## src/rtl/screen_renderer.sv

```systemverilog
// screen_renderer
//   Full-screen image renderer with frame-synchronous fade. It maps the
//   VGA scan position to a downscaled image ROM address. It expands
//   RGB332 ROM data to RGB444 by bit replication. It scales each channel
//   by a brightness level (0..16) that a fade state machine drives.
//
// Ports
//   clk            pixel clock
//   reset          synchronous, active-low reset
//   x, y, de       scan position and display enable from the timing generator
//   frame_start    one-cycle pulse at the start of each frame
//   start_fade_in  command: ramp level up to 16
//   start_fade_out command: ramp level down to 0 (wins if both asserted)
//   rom_addr       registered address to a 1-cycle synchronous image ROM
//   rom_data       RGB332 data, valid one cycle after rom_addr
//   pix_out        RGB444 {R4,G4,B4}, zero outside the image or when de = 0
//   pix_valid      pix_out belongs to a de = 1 sample
//   level          current brightness 0..16
//   fade_done      one-cycle pulse when a fade completes or is a no-op
//
// Pipeline: sample/address (edge N), ROM read (N+1), expand/scale/out (N+2).

module chan_scale (
    input  logic [3:0] c4,
    input  logic [4:0] lvl,
    output logic [3:0] scaled
);
    // 15 * 16 = 240, so the 8-bit product never overflows.
    assign scaled = 4'((8'(c4) * 8'(lvl)) >> 4);
endmodule

module screen_renderer #(
    parameter int SCALE_SHIFT      = 2,
    parameter int IMG_W            = 160,
    parameter int IMG_H            = 120,
    parameter int ADDR_W           = 15,
    parameter int FADE_STEP_FRAMES = 4
) (
    input  logic              clk,
    input  logic              reset,
    input  logic [9:0]        x,
    input  logic [8:0]        y,
    input  logic              de,
    input  logic              frame_start,
    input  logic              start_fade_in,
    input  logic              start_fade_out,
    output logic [ADDR_W-1:0] rom_addr,
    input  logic [7:0]        rom_data,
    output logic [11:0]       pix_out,
    output logic              pix_valid,
    output logic [4:0]        level,
    output logic              fade_done
);
    localparam int STAGES = 2;
    localparam int FCNT_W = (FADE_STEP_FRAMES > 1) ? $clog2(FADE_STEP_FRAMES) : 1;
    localparam logic [FCNT_W-1:0] FCNT_LAST = FCNT_W'(FADE_STEP_FRAMES - 1);
    localparam logic [4:0]  LVL_MAX = 5'd16;
    localparam logic [31:0] IMG_W_U = IMG_W;
    localparam logic [31:0] IMG_H_U = IMG_H;

    typedef enum logic [1:0] {HOLD, FADE_IN, FADE_OUT} fade_state_t;

    // ---------------- stage 1: position -> ROM address ----------------
    logic [9:0]        col;
    logic [8:0]        row;
    logic              in_img;
    logic [ADDR_W-1:0] addr_nxt;

    assign col      = x >> SCALE_SHIFT;
    assign row      = y >> SCALE_SHIFT;
    assign in_img   = de && (32'(col) < IMG_W_U) && (32'(row) < IMG_H_U);
    assign addr_nxt = ADDR_W'(row) * ADDR_W'(IMG_W) + ADDR_W'(col);

    // vld_pipe carries de; pix_valid is its last tap. img_pipe carries
    // in_img up to the stage that consumes rom_data.
    logic [STAGES:0]   vld_pipe;
    logic [STAGES-1:0] img_pipe;

    // ---------------- stage 3: expand + scale ----------------
    logic [2:0][3:0] rgb4;
    logic [2:0][3:0] rgb_scaled;

    assign rgb4[2] = {rom_data[7:5], rom_data[7]};
    assign rgb4[1] = {rom_data[4:2], rom_data[4]};
    assign rgb4[0] = {rom_data[1:0], rom_data[1:0]};

    for (genvar i = 0; i < 3; i++) begin : g_chan
        chan_scale u_scale (
            .c4    (rgb4[i]),
            .lvl   (level),
            .scaled(rgb_scaled[i])
        );
    end

    always_ff @(posedge clk) begin
        if (!reset) begin
            vld_pipe <= '0;
            img_pipe <= '0;
            rom_addr <= '0;
            pix_out  <= '0;
        end else begin
            vld_pipe <= {vld_pipe[STAGES-1:0], de};
            img_pipe <= {img_pipe[0], in_img};
            // Outside the image the ROM keeps reading the last address;
            // its data is masked at stage 3 anyway.
            if (in_img)
                rom_addr <= addr_nxt;
            pix_out <= img_pipe[STAGES-1] ? rgb_scaled : 12'h000;
        end
    end

    assign pix_valid = vld_pipe[STAGES];

    // ---------------- fade state machine ----------------
    fade_state_t       state;
    logic [FCNT_W-1:0] fcnt;

    always_ff @(posedge clk) begin
        if (!reset) begin
            state     <= HOLD;
            fcnt      <= '0;
            level     <= '0;
            fade_done <= 1'b0;
        end else begin
            fade_done <= 1'b0;
            case (state)
                HOLD: begin
                    if (start_fade_out) begin
                        if (level != 5'd0) begin
                            state <= FADE_OUT;
                            fcnt  <= '0;
                        end else begin
                            fade_done <= 1'b1;
                        end
                    end else if (start_fade_in) begin
                        if (level != LVL_MAX) begin
                            state <= FADE_IN;
                            fcnt  <= '0;
                        end else begin
                            fade_done <= 1'b1;
                        end
                    end
                end

                FADE_IN: begin
                    if (start_fade_out) begin
                        // Reversing at the floor has nothing left to do,
                        // so it completes immediately.
                        if (level == 5'd0) begin
                            state     <= HOLD;
                            fade_done <= 1'b1;
                        end else begin
                            state <= FADE_OUT;
                            fcnt  <= '0;
                        end
                    end else if (frame_start) begin
                        if (fcnt == FCNT_LAST) begin
                            fcnt  <= '0;
                            level <= level + 5'd1;
                            if (level == LVL_MAX - 5'd1) begin
                                state     <= HOLD;
                                fade_done <= 1'b1;
                            end
                        end else begin
                            fcnt <= fcnt + FCNT_W'(1);
                        end
                    end
                end

                FADE_OUT: begin
                    if (start_fade_in && !start_fade_out) begin
                        if (level == LVL_MAX) begin
                            state     <= HOLD;
                            fade_done <= 1'b1;
                        end else begin
                            state <= FADE_IN;
                            fcnt  <= '0;
                        end
                    end else if (frame_start) begin
                        if (fcnt == FCNT_LAST) begin
                            fcnt  <= '0;
                            level <= level - 5'd1;
                            if (level == 5'd1) begin
                                state     <= HOLD;
                                fade_done <= 1'b1;
                            end
                        end else begin
                            fcnt <= fcnt + FCNT_W'(1);
                        end
                    end
                end

                default: state <= HOLD;
            endcase
        end
    end

endmodule

```

## config.mk

```make
export PLATFORM = sky130hd
export DESIGN_NAME = screen_renderer
export DESIGN_NICKNAME = d
export VERILOG_FILES = /design/src/rtl/screen_renderer.sv
export SDC_FILE = /design/constraint.sdc
export NUM_CORES = 1
export LEC_CHECK = 0
export ABC_AREA = 1
export ABC_CLOCK_PERIOD_IN_PS = 2900
export CORE_MARGIN = 2
export CORE_UTILIZATION = 40
export DETAILED_ROUTE_END_ITERATION = 8
export GPL_ROUTABILITY_DRIVEN = 0
export GPL_TIMING_DRIVEN = 0
export HOLD_SLACK_MARGIN = 0.05
export SLEW_MARGIN = 20
export SYNTH_ARGS = -nofsm -noshare
export SYNTH_HDL_FRONTEND = slang
export SYNTH_SLANG_ARGS = --single-unit
```

## constraint.sdc

```tcl
create_clock -name clk -period 2.9 [get_ports clk]
set_input_delay 0.435 -clock clk [delete_from_list [all_inputs] [get_ports clk]]
set_output_delay 0.435 -clock clk [all_outputs]
set_load 0.1 [all_outputs]
```

==> summary.txt <==
Power and ir drop
  • Total power: between 1.5 and 2 mW
  • Maximum vdd drop: 0.198 mV
  • Net Sw Frac: 0.386
  • PwrDens: 321 mW/mm^2
  • Combinational Power Share: 0.341
  • Sequential share of power: 0.397
  • Clock power frac: 0.261
  • Net Switching: 0.598 mW
  • Design internal power: 0.952 mW
  • Pleak: between 2 and 3 nW

Finish
  • Final instance area: 0.00483 mm^2
  • Layout Cells excl Fill: 742
  • Most common cell after layout, fill and taps aside: nand2_1
  • Layout net count: between 700 and 800
  • Layout cells sized above 1: 0.111
  • Most frequent cells in the layout: nand2_1 (130), inv_1 (97), clkdlybuf4s50_1 (54)
  • Util after Layout: 0.518
  • Antenna Cells: 0
  • Area grow syn2layout: 24.6%

Synthesis
  • Yosys reg bits: 42
  • Mean Syn Cell Area: 7.12 um^2
  • Register area share after synthesis: 0.217
  • Gate Count Post-Synth: 544
  • Synthesis Warnings: 0
  • Cell variety after synth: 38
  • Syn_nets: 645
  • Post-Syn Area: 0.00387 mm^2

Route
  • DRC: 0
  • Post-route ant nets: 0
  • Avg WL per Cell: roughly 12 um
  • Vias post-DR: 3482
  • Vias/cell: ~4.7
  • Drt total wl: 8560 um
  • Detailed Route Iter0 Violations: 84
  • First-pass DRT Iterations: 4

Worst setup path
  • CP required: 3.13 ns
  • CP max-delay cell: fa_1
  • CP max stage delay: 0.50 ns
  • CP max FO: 10
  • Setup crit start kind: register
  • Slack of the worst reg-to-reg path: between 0.15 and 0.2 ns
  • CP arrival: 2.97 ns
  • R2r worst-path depth: 15
  • CP endpoint kind: register
  • R2R Path End: pix_out[3]
  • Setup Crit Path Kind: register to register
  • CP cell instances: buf_4 > nand2_1 > inv_1 > fa_1 > inv_1 > fa_1 > inv_1 > ha_4 > a21oi_2 > nand2_2 > nand2_1 > nand2_2 > nand2_1 > nand3b_1 > a21oi_2
  • FF-to-FF Start: level[1]

Hold path
  • Hold EP: vld_pipe[1]
  • Hold/Removal Path Class: register to register
  • Hold path start: vld_pipe[0]
  • Worst Hold Depth: 2

GRT
  • Initial antenna violation count: 0
  • Gr ovfl total: 0
  • Gr usage total: 0.178
  • Vias in the first global route: 3401
  • First-pass GRT wire length: between 15000 and 20000 um
  • Largest net degree at the start of global routing: 16

Timing
  • Relative slew slack: 0.339
  • RSZ-0062 raised after global routing: true
  • Final min period: roughly 2.7 ns
  • Setup Viol. Count Final: 0
  • Fmax achieved: 366 MHz
  • Final Hold Viols: 0
  • Slew Viols, Final: 0
  • Worst slew pin tran: approximately 1 ns
  • Final period utilization: 0.942
  • Final Skew: 0.00847 ns

Clock tree
  • Clk buf depth: 2
  • Cts hold-fix bufs: 0
  • CTS tree: yes
  • Clock Sinks: 42
  • Clock slew at reported path FFs: 0.09 ns
  • H-Tree Depth: 2
  • Clk_lat worst skew: 0.30 ns
  • Num CTS Buffers: 5
  • Root Driver: clkbuf_8

Placed design
  • Dpl cells: 735
  • Port-buffer cells: 62
  • Placed cell areas: 0.00467 mm^2
  • Post-DP HPWL: ~7000 um

Floorplan
  • Initial core utilization: 0.415
  • Core ar.: 0.00933 mm^2
  • Die Y: 102 um
  • Die X-Extent: approximately 100 um
  • I/O Pins: 67
  • Std cell rows: 35
  • Die area: 0.0105 mm^2

Flow run
  • Max-Cap Viols: 0

Run status
  • Status: complete, no violations
-- flip-flops by register name (all words and copies together) (netlist names) --
signal     flops
img_pipe       2
fade_done      1
rom_addr      15
pix_out       12
fcnt           2
state          2
vld_pipe       3
level          5
-- layer usage --
| layer | global-route usage | vias up | wire (um) |
|---|---|---|---|
| met2 | 0.310 | 64 | 4110 |
| met3 | 0.0192 | 4 | 240 |
| li1 | - | 1849 | - |
| met5 | 0 | - | 0 |
| met4 | 0.0431 | 0 | 80 |
| met1 | 0.235 | 1565 | 4120 |
-- layout make-up --
cell class                 count  area, um^2
timing repair buffer          63         641
fill                         958        4500
sequential                    42         855
clock buffer                   5        68.8
inverter                     108         408
tap                          129         161
multi-input combinational    383        2610
buffer                         9        61.3
clock inverter                 3        21.3
-- power by group through the flow --
stage / clock network [mW] / logic, mW / registers (mW)
floorplan: 0 / 0.256 / 0.759
CTS: 0.425 / 0.533 / 0.616
detailed placement: 0 / 0.532 / 0.629
finish: 0.405 / 0.529 / 0.616
global route: 0.447 / 0.582 / 0.620
global placement: 0 / 0.528 / 0.629
-- worst max path at each step --
stage	start	end	cells past startpoint
final	level[1]	pix_out[3]	15
after global routing	level[1]	pix_out[3]	15
after CTS	rom_data[4]	pix_out[7]	13
after detailed placement	rom_data[1]	pix_out[3]	16
after global placement	rom_data[1]	pix_out[3]	16
after floorplan	level[1]	pix_out[3]	14
-- worst max-delay path, delay by kind of cell, from the launching register on --
| family | cells | cell delay [ns] |
|---|---|---|
| flip-flops | 1 | 0.34 |
| AO/OA/AOI/OAI | 2 | 0.28 |
| adder cells (fa/ha/maj) | 3 | 1.25 |
| AND/OR/NAND/NOR | 6 | 0.45 |
| buffers and inverters | 4 | 0.35 |
-- through the flow --
step | setup slack (ns) | hold slack, ns | setup TNS (ns)
finish | 0.168 | 0.418 | 0
global route | -0.0335 | 0.438 | -0.0529
CTS | 0.0282 | 0.422 | 0
detailed placement | -0.393 | 0.399 | -2.62
global placement | -0.391 | 0.391 | -2.54
floorplan | 0.00224 | 0.390 | 0
-- synth_stat cells --
| master | count | area [um^2] |
|---|---|---|
| inv_4 | 1 | 6.26 |
| clkbuf_1 | 3 | 11.3 |
| o21ai_1 | 5 | 25.0 |
| a31o_2 | 2 | 17.5 |
| buf_6 | 1 | 11.3 |
| or2_1 | 1 | 6.26 |
| nand2_2 | 5 | 31.3 |
| nor4_1 | 1 | 6.26 |
| ha_1 | 51 | 638 |
| o21a_1 | 5 | 37.5 |
| nand3_2 | 3 | 30.0 |
| nor2_1 | 26 | 97.6 |
| fa_1 | 17 | 340 |
| nor3_1 | 1 | 5.00 |
| xor2_1 | 9 | 78.8 |
| xnor2_1 | 5 | 43.8 |
| buf_4 | 4 | 30.0 |
| nand3_1 | 28 | 140 |
| or2_2 | 1 | 6.26 |
| nand2_1 | 132 | 495 |
| and3_1 | 1 | 6.26 |
| o21ai_0 | 19 | 95.1 |
| nor2_4 | 3 | 33.8 |
| nand3b_1 | 2 | 15.0 |
| buf_2 | 3 | 15.0 |
| dfxtp_1 | 42 | 841 |
| inv_1 | 97 | 364 |
| nand3_4 | 1 | 17.5 |
| inv_2 | 10 | 37.5 |
| o21ai_2 | 1 | 8.76 |
| a21oi_1 | 39 | 195 |
| a31oi_1 | 2 | 12.5 |
| nand2_4 | 3 | 33.8 |
| nor3_2 | 1 | 10.0 |
| a21oi_2 | 4 | 35.0 |
| a21boi_0 | 2 | 15.0 |
| nor2_2 | 4 | 25.0 |
| nand4_1 | 9 | 56.3 |
-- logic make-up (layout without fill, tap and decap cells) --
kind of cell	Yosys count	after routing	synth area share
AO/OA/AOI/OAI	79	79	0.114
XOR/XNOR	14	14	0.0316
adder cells (fa/ha/maj)	68	68	0.253
buffers and inverters	119	188	0.123
flip-flops	42	42	0.217
AND/OR/NAND/NOR	222	222	0.262
-- timing repair --
action                                  4_1_cts  5_1_grt
pin swaps                                     0        3
resized for setup                             4       13
buffers inserted                              0        1
endpoints found under the setup margin        4        5
endpoints found under the hold margin         0        0
Power figures use the tool's default switching activity.
